<file path="config.mk">
export PLATFORM = sky130hd
export DESIGN_NAME = rv_timer_irq
export DESIGN_NICKNAME = d
export VERILOG_FILES = /design/src/rtl/rv_timer_irq_pkg.sv /design/src/rtl/rv_timer_irq_cmp.sv /design/src/rtl/rv_timer_irq.sv
export SDC_FILE = /design/constraint.sdc
export NUM_CORES = 1
export LEC_CHECK = 0
export ABC_AREA = 1
export BUFFER_PORTS_ARGS = -buffer_cell sky130_fd_sc_hd__clkbuf_2
export CORE_MARGIN = 3
export CORE_UTILIZATION = 57
export CTS_CLUSTER_DIAMETER = 60
export DETAILED_ROUTE_END_ITERATION = 10
export PLACE_DENSITY = 0.95
export SYNTH_ARGS = -nofsm -noshare
export SYNTH_HDL_FRONTEND = slang
export SYNTH_SLANG_ARGS = --single-unit
</file>
<file path="constraint.sdc">
create_clock -name clk_i -period 5.5 [get_ports clk_i]
set_clock_uncertainty 0.15 [all_clocks]
set_input_delay 0.55 -clock clk_i [delete_from_list [all_inputs] [get_ports clk_i]]
set_output_delay 0.55 -clock clk_i [all_outputs]
set_load 0.02 [all_outputs]
</file>
<file path="src/rtl/rv_timer_irq_pkg.sv">
// Shared register map, bit positions and types for the uRV timer-interrupt compare unit.
// The periodic feature is selected by URV_TIMER_PERIODIC_EN in rv_timer_irq.
package rv_timer_irq_pkg;

    localparam int unsigned TIME_W = 40;
    localparam int unsigned DATA_W = 32;
    localparam int unsigned ADDR_W = 3;

    localparam logic [ADDR_W-1:0] ADDR_CTRL   = 3'd0;
    localparam logic [ADDR_W-1:0] ADDR_STATUS = 3'd1;
    localparam logic [ADDR_W-1:0] ADDR_CMP_LO = 3'd2;
    localparam logic [ADDR_W-1:0] ADDR_CMP_HI = 3'd3;
    localparam logic [ADDR_W-1:0] ADDR_PERIOD = 3'd4;

    localparam int unsigned CTRL_EN_BIT        = 0;
    localparam int unsigned CTRL_IRQ_EN_BIT    = 1;
    localparam int unsigned CTRL_PERIODIC_BIT  = 2;
    localparam int unsigned STATUS_PENDING_BIT = 0;
    localparam int unsigned STATUS_OVERRUN_BIT = 1;

    localparam logic [TIME_W-1:0] CMP_RESET = 40'hFF_FFFF_FFFF;

    typedef enum logic [1:0] {
        ST_IDLE  = 2'd0,
        ST_HOLD  = 2'd1,
        ST_ARMED = 2'd2
    } state_e;

    // Field order matches the CTRL / STATUS bit layout so the structs read back directly.
    typedef struct packed {
        logic periodic;
        logic irq_en;
        logic en;
    } ctrl_t;

    typedef struct packed {
        logic overrun;
        logic pending;
    } status_t;

endpackage

</file>
<file path="src/rtl/rv_timer_irq_cmp.sv">
// 40-bit compare register with split-word writes, periodic reload adder and >= comparator.
module rv_timer_irq_cmp
    import rv_timer_irq_pkg::*;
#(
    parameter int unsigned g_period_width = 24
) (
    input  logic                      clk_i,
    input  logic                      rst_i,
    input  logic [TIME_W-1:0]         time_i,
    input  logic                      wr_lo,
    input  logic                      wr_hi,
    input  logic [DATA_W-1:0]         wdata,
    input  logic                      reload,
    input  logic [g_period_width-1:0] period,
    output logic [TIME_W-1:0]         cmp,
    output logic                      ge_c
);

    logic [TIME_W-1:0] cmp_base;
    logic [TIME_W-1:0] cmp_d;

    // Software writes take priority over the reload for the word they touch.
    always_comb begin
        cmp_base = reload ? (cmp + TIME_W'(period)) : cmp;
        cmp_d    = cmp_base;
        if (wr_lo) begin
            cmp_d[DATA_W-1:0] = wdata;
        end
        if (wr_hi) begin
            cmp_d[TIME_W-1:DATA_W] = wdata[TIME_W-DATA_W-1:0];
        end
    end

    always_ff @(posedge clk_i) begin
        if (rst_i) begin
            cmp <= CMP_RESET;
        end else begin
            cmp <= cmp_d;
        end
    end

    assign ge_c = (time_i >= cmp);

endmodule

</file>
<file path="src/rtl/rv_timer_irq.sv">
// uRV timer-interrupt unit: register file, IDLE/HOLD/ARMED control FSM and level interrupt.
// Define URV_TIMER_PERIODIC_EN to implement PERIOD, CTRL.PERIODIC and auto-reload.
module rv_timer_irq
    import rv_timer_irq_pkg::*;
#(
    parameter int unsigned g_period_width = 24
) (
    input  logic              clk_i,
    input  logic              rst_i,
    input  logic              tick_i,
    input  logic [TIME_W-1:0] time_i,
    input  logic              wr_i,
    input  logic              rd_i,
    input  logic [ADDR_W-1:0] addr_i,
    input  logic [DATA_W-1:0] wdata_i,
    output logic [DATA_W-1:0] rdata_o,
    output logic              irq_o
);

    state_e                    state_q, state_d;
    ctrl_t                     ctrl_q, ctrl_d;
    status_t                   status_q, status_d;
    logic                      gate_q, gate_d;
    logic [g_period_width-1:0] period_q, period_d;
    logic [DATA_W-1:0]         rdata_d;
    logic                      irq_d;

    logic [TIME_W-1:0] cmp;
    logic              ge_c;
    logic              hit_c;
    logic              reload_c;
    logic              wr_ctrl, wr_status, wr_lo, wr_hi;

    assign wr_ctrl   = wr_i && (addr_i == ADDR_CTRL);
    assign wr_status = wr_i && (addr_i == ADDR_STATUS);
    assign wr_lo     = wr_i && (addr_i == ADDR_CMP_LO);
    assign wr_hi     = wr_i && (addr_i == ADDR_CMP_HI);

    // The gate holds off repeat hits of a zero-period reload until the next tick.
    assign hit_c    = (state_q == ST_ARMED) && !gate_q && ge_c;
    assign reload_c = hit_c && ctrl_q.periodic;

    rv_timer_irq_cmp #(
        .g_period_width(g_period_width)
    ) u_cmp (
        .clk_i  (clk_i),
        .rst_i  (rst_i),
        .time_i (time_i),
        .wr_lo  (wr_lo),
        .wr_hi  (wr_hi),
        .wdata  (wdata_i),
        .reload (reload_c),
        .period (period_q),
        .cmp    (cmp),
        .ge_c   (ge_c)
    );

    always_comb begin
        state_d  = state_q;
        ctrl_d   = ctrl_q;
        status_d = status_q;
        gate_d   = gate_q;
        period_d = period_q;
        rdata_d  = rdata_o;

        case (state_q)
            ST_HOLD: begin
                if (wr_hi) begin
                    state_d = ST_ARMED;
                end
            end
            ST_ARMED: begin
                if (hit_c && !ctrl_q.periodic) begin
                    state_d = ST_IDLE;
                end else if (wr_lo) begin
                    state_d = ST_HOLD;
                end
            end
            default: state_d = ST_IDLE;
        endcase

        if (hit_c && !ctrl_q.periodic) begin
            ctrl_d.en = 1'b0;
        end

        // A CTRL write overrides a same-cycle one-shot disarm; HOLD survives a re-enable.
        if (wr_ctrl) begin
            ctrl_d.en     = wdata_i[CTRL_EN_BIT];
            ctrl_d.irq_en = wdata_i[CTRL_IRQ_EN_BIT];
            if (!wdata_i[CTRL_EN_BIT]) begin
                state_d = ST_IDLE;
            end else if (state_q != ST_HOLD) begin
                state_d = ST_ARMED;
            end
        end

`ifdef URV_TIMER_PERIODIC_EN
        if (wr_ctrl) begin
            ctrl_d.periodic = wdata_i[CTRL_PERIODIC_BIT];
        end
        if (wr_i && (addr_i == ADDR_PERIOD)) begin
            period_d = wdata_i[g_period_width-1:0];
        end
`endif

        status_d.pending = hit_c ||
                           (status_q.pending && !(wr_status && wdata_i[STATUS_PENDING_BIT]));
        status_d.overrun = (hit_c && status_q.pending) ||
                           (status_q.overrun && !(wr_status && wdata_i[STATUS_OVERRUN_BIT]));

        if ((state_d != ST_ARMED) || tick_i) begin
            gate_d = 1'b0;
        end else if (reload_c && (period_q == '0)) begin
            gate_d = 1'b1;
        end

        if (rd_i) begin
            case (addr_i)
                ADDR_CTRL:   rdata_d = DATA_W'(ctrl_q);
                ADDR_STATUS: rdata_d = DATA_W'(status_q);
                ADDR_CMP_LO: rdata_d = cmp[DATA_W-1:0];
                ADDR_CMP_HI: rdata_d = DATA_W'(cmp[TIME_W-1:DATA_W]);
                ADDR_PERIOD: rdata_d = DATA_W'(period_q);
                default:     rdata_d = '0;
            endcase
        end

        irq_d = status_d.pending && ctrl_d.irq_en;
    end

    always_ff @(posedge clk_i) begin
        if (rst_i) begin
            state_q  <= ST_IDLE;
            ctrl_q   <= '0;
            status_q <= '0;
            gate_q   <= 1'b0;
            period_q <= '0;
            rdata_o  <= '0;
            irq_o    <= 1'b0;
        end else begin
            state_q  <= state_d;
            ctrl_q   <= ctrl_d;
            status_q <= status_d;
            gate_q   <= gate_d;
            period_q <= period_d;
            rdata_o  <= rdata_d;
            irq_o    <= irq_d;
        end
    end

endmodule

</file>
==> flow_metrics.tcl, run 1 <==
set metrics [dict create \
    grtUsageTotal_pct 25.2 \
    worst_slew_pin_slew_ps 988 \
    cp_max_fo 35 \
    synth_edf_count 0 \
    drv_cap 0 \
    portBuffers 111 \
    finalHoldViolCount 0 \
    min_period_ps 2110 \
    wl_per_cell_um 13.6 \
    worstPathArrival_ps 2230 \
    post_cts_buffers 0 \
    routed_wl_um 10000 \
    ant_nets 0 \
    grt_antenna_before_repair 0 \
    required_ps 5620 \
    crit_path_start_kind "primary input" \
    dominantRegCellSynth "dfxtp_1" \
    diodes 0 \
    synth_fp_nets 661 \
    syn_area_sq_um 4080 \
    die_y_um 90.6 \
    timing.slew.headroom_pct 34.1 \
    cts_tree "done" \
    hp-class "in2reg" \
    power_w 0.00116 \
    synth_most_common_cell "nand2_1" \
    crit_type "in2reg" \
    drc_errors 0 \
    first_pass_iters 5 \
    core_area_sq_um 6870 \
    num_io_pins 113 \
    synth-warning-count 0 \
    cts-buffers-inserted 9 \
    grt_overflow 0 \
    p_leak_nw 2.58 \
    clockBufferDepth 2 \
    drt-initial-drc-count 204 \
    synth_top_cells_by_count "nand2_1 (132), dfxtp_1 (79), inv_1 (71)" \
    setup_viol_count_final 0 \
    cts_resized 0 \
    slew_viol_final 0 \
    p_per_area_nw_per_um2 240 \
    holdBufCountCts 0 \
    grt_pass1_vias 3822 \
    htree_levels 3 \
    clkLatencyLatePin_ps 350 \
    dpl.hpwl_um 7560 \
    irDropWorstVdd_mv 0.125 \
    yosysSeqAreaShare_pct 38.8 \
    rsz0062_at_grt "false" \
    synth_top_cell_by_area "dfxtp_1" \
    timing.fmax_mhz 475 \
    fp.dieW_um 90.6 \
    ys_async_sr_fraction_pct 0 \
    ys_ff_latch 79 \
    cts_root_buf "clkbuf_8" \
    rows 30 \
    cts.clk_slew.worst_paths_ps 80 \
    start_util_pct 59.4 \
    yosysTopAreaCellShare_pct 38.8 \
    syn_area_per_cell_sq_um 7.57 \
    fin_setup_tns_ps 0 \
    drive_above_1_share_pct 21.9 \
    grt_pass1_wl_um 17000 \
    grt_max_degree 66 \
    final.period_utilization_pct 38.3 \
    status "completed" \
    fin_cells 740 \
    crit_path_end_kind "flip-flop" \
    avgViaCountPerCell 5.28 \
    yosys-top-cells-area "dfxtp_1 (39%), ha_1 (13%), nand2_1 (12%)" \
    place_inst 724 \
    fp.dieArea_sq_um 8200 \
    nFillCells 519 \
    fin_nets 761 \
    place_congestion 0.841 \
    numClockSinks 79 \
    yosysUniqueCellTypes 32 \
    vias 3907 \
    syn-instance-count 539 \
    syn2layout_area_growth_pct 18.4 \
]
## through the flow
stage	area, sq um	setup slack (ps)	util [%]	hold WS, ps
global route	4830	3160	70.3	260
floorplan	4080	3560	-	287
finish	4830	3390	70.3	264
global placement	4650	3170	67.7	297
CTS	4830	3420	70.3	254
detailed placement	4650	3060	67.7	307
## cell type report
class,instances,area [sq um],share of cell area (%)
clock buffer,11,141,2.93
clock inverter,5,33.8,0.700
inverter,74,278,5.75
multi-input combinational,362,2100,43.6
sequential,79,1580,32.8
tap,96,120,2.49
timing repair buffer,113,571,11.8
## power by group
| part | total [W] | internal (W) | switching (W) |
|---|---|---|---|
| clock network | 0.000383 | 0.000175 | 0.000207 |
| logic | 0.000170 | 0.0000650 | 0.000105 |
| registers | 0.000606 | 0.000595 | 0.0000114 |
## sequential cells by signal (all words and copies together) (netlist names)
register   flops
ctrl_q         2
irq_o          1
rdata_o       32
state_q        2
status_q       2
u_cmp.cmp     40
## cell families after synthesis
logic type,Yosys count,synth area share (%)
AND/OR/NAND/NOR,177,18.3
adder cells (fa/ha/maj),42,12.9
flip-flops,79,38.8
AO/OA/AOI/OAI,143,20.3
buffers and inverters,98,9.63
## layout by cell type, fill, tap and decap left out, types with 10 or more instances in the layout
master and count:
nand2_1 132, nor2_1 23, dfxtp_1 79, clkbuf_8 10
clkbuf_2 111, o211ai_1 33, ha_1 42, inv_1 71
o21ai_0 38, a21oi_1 53
## worst max-delay path, cell delays in order
cell,delay (ps)
clkbuf_2,260
inv_1,580
buf_4,450
o21ai_0,190
a21oi_1,170
## metal layers
layer	track usage (%)	part of all wire, %	vias to the layer above
met2	43.2	49	122
li1	-	-	1983
met4	9.95	1.8	0
met5	0	0	-
met3	4.58	5.3	19
met1	31.2	43	1783
## path summary, 6_finish.rpt
| check | startpoint | endpoint | slack [ps] | cells after the start |
|---|---|---|---|---|
| max reg2reg | u_cmp.cmp[37]$_SDFFE_PP1P_ | irq_o$_SDFF_PP0_ | 3410 | 10 |
| min reg2reg | rdata_o[2]$_SDFFE_PP0P_ | rdata_o[2]$_SDFFE_PP0P_ | 320 | 2 |
| max | rst_i | rdata_o[12]$_SDFFE_PP0P_ | 3390 | 5 |
| min | wdata_i[14] | u_cmp.cmp[14]$_SDFFE_PP1P_ | 260 | 3 |
Power figures use the tool's default switching activity.
==> inputs of run 2 (changes only) <==
Settings changed: ABC_AREA 1 to 0, CORE_UTILIZATION 57 to 47, PLACE_DENSITY 0.95 to 0.86.
Clock period 5.5 ns to 1.7 ns, I/O delays scaled along.
==> run 2 against run 1 <==
  * The run now ends with negative setup slack left
  * Critical path depth grew 3
  * Non-clock buffer count grew 77
  * Worst setup slack lost 3800 ps
  * Design area grew 21%
  * Area after synthesis shrank 0.58%
  * Die area grew 19%
  * Clock-buffer cell count grew 1
  * Combinational power grew to 4.0 times the previous value
  * Flip-flop and latch count is the same
  * Global-route usage shrank 0.61 points
  * Utilization grew 0.069 points
  * Sequential share of layout area shrank 5.3 points
  * Critical path type is now reg2reg
  * Highest routed layer unchanged
==> flow_metrics.tcl, run 2 <==
set metrics [dict create \
    synth_top_cells_by_count "dfxtp_1 (79), nand2_1 (62), a21oi_1 (49)" \
    p_per_area_nw_per_um2 741 \
    reg2reg_slack_ps -450 \
    place_congestion 0.919 \
    portBuffers 111 \
    grt_antenna_before_repair 0 \
    yosysUniqueCellTypes 37 \
    slew_viol_final 0 \
    syn_area_per_cell_sq_um 8.31 \
    dpl.hpwl_um 8640 \
    crit_chain "inv_2, ha_4, nand4_1, nor2_1, a211o_1, a211oi_2, o211ai_1, a211oi_1" \
    syn_area_sq_um 4050 \
    core_area_sq_um 8300 \
    synth_most_common_cell "dfxtp_1" \
    rsz0062_at_grt "true" \
    crit_path_start "u_cmp.cmp[38]$_SDFFE_PP1P_" \
    clockBufferDepth 2 \
    fin_setup_tns_ps -2470 \
    irDropWorstVdd_mv 0.480 \
    worst_slew_pin_slew_ps 491 \
    largest_reg_flops 40 \
    final_common_cell "clkbuf_2" \
    yosysTopAreaCellShare_pct 39.0 \
    hp-start "addr_i[2]" \
    cp_max_fo 6 \
    numClockSinks 79 \
    synth_top_cell_by_area "dfxtp_1" \
    drive_above_1_share_pct 35.2 \
    setup_viol_count_final 6 \
    die_y_um 98.9 \
    status "finished with violations" \
    hp-class "in2reg" \
    htree_levels 3 \
    start_util_pct 48.8 \
    synth_fp_nets 610 \
    timing.slew.headroom_pct 66.9 \
    grtUsageTotal_pct 24.6 \
    grt_max_degree 38 \
    diodes 0 \
    drt-initial-drc-count 329 \
    routed_wl_um 12100 \
    worstPathArrival_ps 2260 \
    regMostFlops "u_cmp.cmp" \
    required_ps 1800 \
    ant_nets 0 \
    synth_edf_count 0 \
    placed_cell_area_sq_um 5150 \
    fp.dieArea_sq_um 9780 \
    nFillCells 610 \
    p_leak_nw 2.75 \
    cts_tree "done" \
    crit_path_top_delay_cell "dfxtp_2" \
    syn2layout_area_growth_pct 44.0 \
    setup_slack_ps -455 \
    finalInstanceArea_sq_um 5840 \
    crit_path_end_kind "flip-flop" \
    syn-instance-count 488 \
    avgViaCountPerCell 5.38 \
    min_period_ps 2150 \
    yosys-top-cells-area "dfxtp_1 (39%), ha_1 (13%), o211ai_1 (7.8%)" \
    timing.fmax_mhz 464 \
    wl_per_cell_um 15.7 \
    r2r-start "u_cmp.cmp[38]$_SDFFE_PP1P_" \
    vias 4153 \
    final.period_utilization_pct 127 \
    crit_type "reg2reg" \
    final_cell_mix "clkbuf_2 (111), nand2_1 (62), dfxtp_1 (60)" \
    cts-buffers-inserted 9 \
    first_pass_iters 5 \
    drc_errors 0 \
    yosysSeqAreaShare_pct 39.0 \
    ys_async_sr_fraction_pct 0 \
    fin_nets 785 \
    clkLatencyLatePin_ps 350 \
    fp.dieW_um 98.9 \
    num_io_pins 113 \
    finalHoldViolCount 0 \
    grt_pass1_wl_um 19800 \
    max_stage_delay_ps 340 \
    drv_cap 0 \
    synth-warning-count 0 \
    ys_ff_latch 79 \
    dominantRegCellSynth "dfxtp_1" \
    violations "negative setup slack" \
    reg_top3 "u_cmp.cmp (40), rdata_o (32)" \
    grt_overflow 0 \
    crit_path_start_kind "flip-flop" \
    cts_root_buf "clkbuf_8" \
    grt_pass1_vias 4218 \
    cts.clk_slew.worst_paths_ps 80 \
    rows 33 \
]
==> run 2: layer usage <==
layer | up-vias | track usage, % | wire (um)
met4 | 0 | 7.56 | 250
met3 | 24 | 4.25 | 665
met1 | 1950 | 31.2 | 5200
met5 | - | 0 | 0
li1 | 2032 | - | -
met2 | 147 | 42.5 | 6000
==> run 2: worst paths after layout <==
check / to / cells past startpoint
hold reg to reg: rdata_o[1]$_SDFFE_PP0P_ / 2
setup reg to reg: state_q[0]$_SDFF_PP0_ / 8
setup / recovery: state_q[0]$_SDFF_PP0_ / 8
hold / removal: rdata_o[1]$_SDFFE_PP0P_ / 3
==> run 2: metrics by stage <==
step | total power [W] | worst slack (ps) | hold WS, ps | util [%] | cells
CTS | 0.00431 | -399 | 3.23 | 69.4 | 770
global route | 0.00450 | -560 | 38.7 | 70.4 | 772
detailed placement | 0.00256 | -407 | 251 | 62.1 | 719
global placement | 0.00254 | -321 | 243 | 62.1 | 719
finish | 0.00433 | -455 | 13.6 | 70.4 | 772
floorplan | 0.00229 | -224 | 144 | - | 488
==> run 2: cells by family after synthesis <==
logic type / Yosys count / synth area share (%)
AND/OR/NAND/NOR: 165 / 19.4
AO/OA/AOI/OAI: 127 / 20.5
flip-flops: 79 / 39.0
buffers and inverters: 72 / 6.82
adder cells (fa/ha/maj): 42 / 13.0
multiplexers: 3 / 1.36
==> run 2: layout make-up <==
| type | count | area [sq um] | area share [%] |
|---|---|---|---|
| clock buffer | 12 | 155 | 2.66 |
| clock inverter | 3 | 90.1 | 1.54 |
| inverter | 46 | 173 | 2.96 |
| multi-input combinational | 337 | 2430 | 41.6 |
| sequential | 79 | 1610 | 27.5 |
| tap | 105 | 131 | 2.25 |
| timing repair buffer | 190 | 1250 | 21.5 |
==> run 2: what timing repair did <==
| action | in CTS | in global routing |
|---|---|---|
| endpoints found under the setup margin | 6 | 6 |
| gates resized for setup | 10 | 16 |
| setup buffers | 4 | 2 |
| pin swaps | 3 | 3 |
| hold endpoints to repair | 38 | 0 |
| hold buffers | 32 | 0 |
==> run 2: power breakdown <==
group / internal [W] / total, W / leakage (nW) / switching [W]
sequential: 0.00191 / 0.00194 / 0.634 / 0.0000296
combinational: 0.000328 / 0.000675 / 1.99 / 0.000347
clock: 0.00105 / 0.00172 / 0.123 / 0.000665
==> run 2: critical path: cells and delay by family, from the launching register on <==
kind	cells	cell delay [ps]
AOI/OAI and AO/OA	4	990
DFF	1	340
and+or+nand+nor	2	300
adders and majority gates	1	230
buffers and inverters	1	50
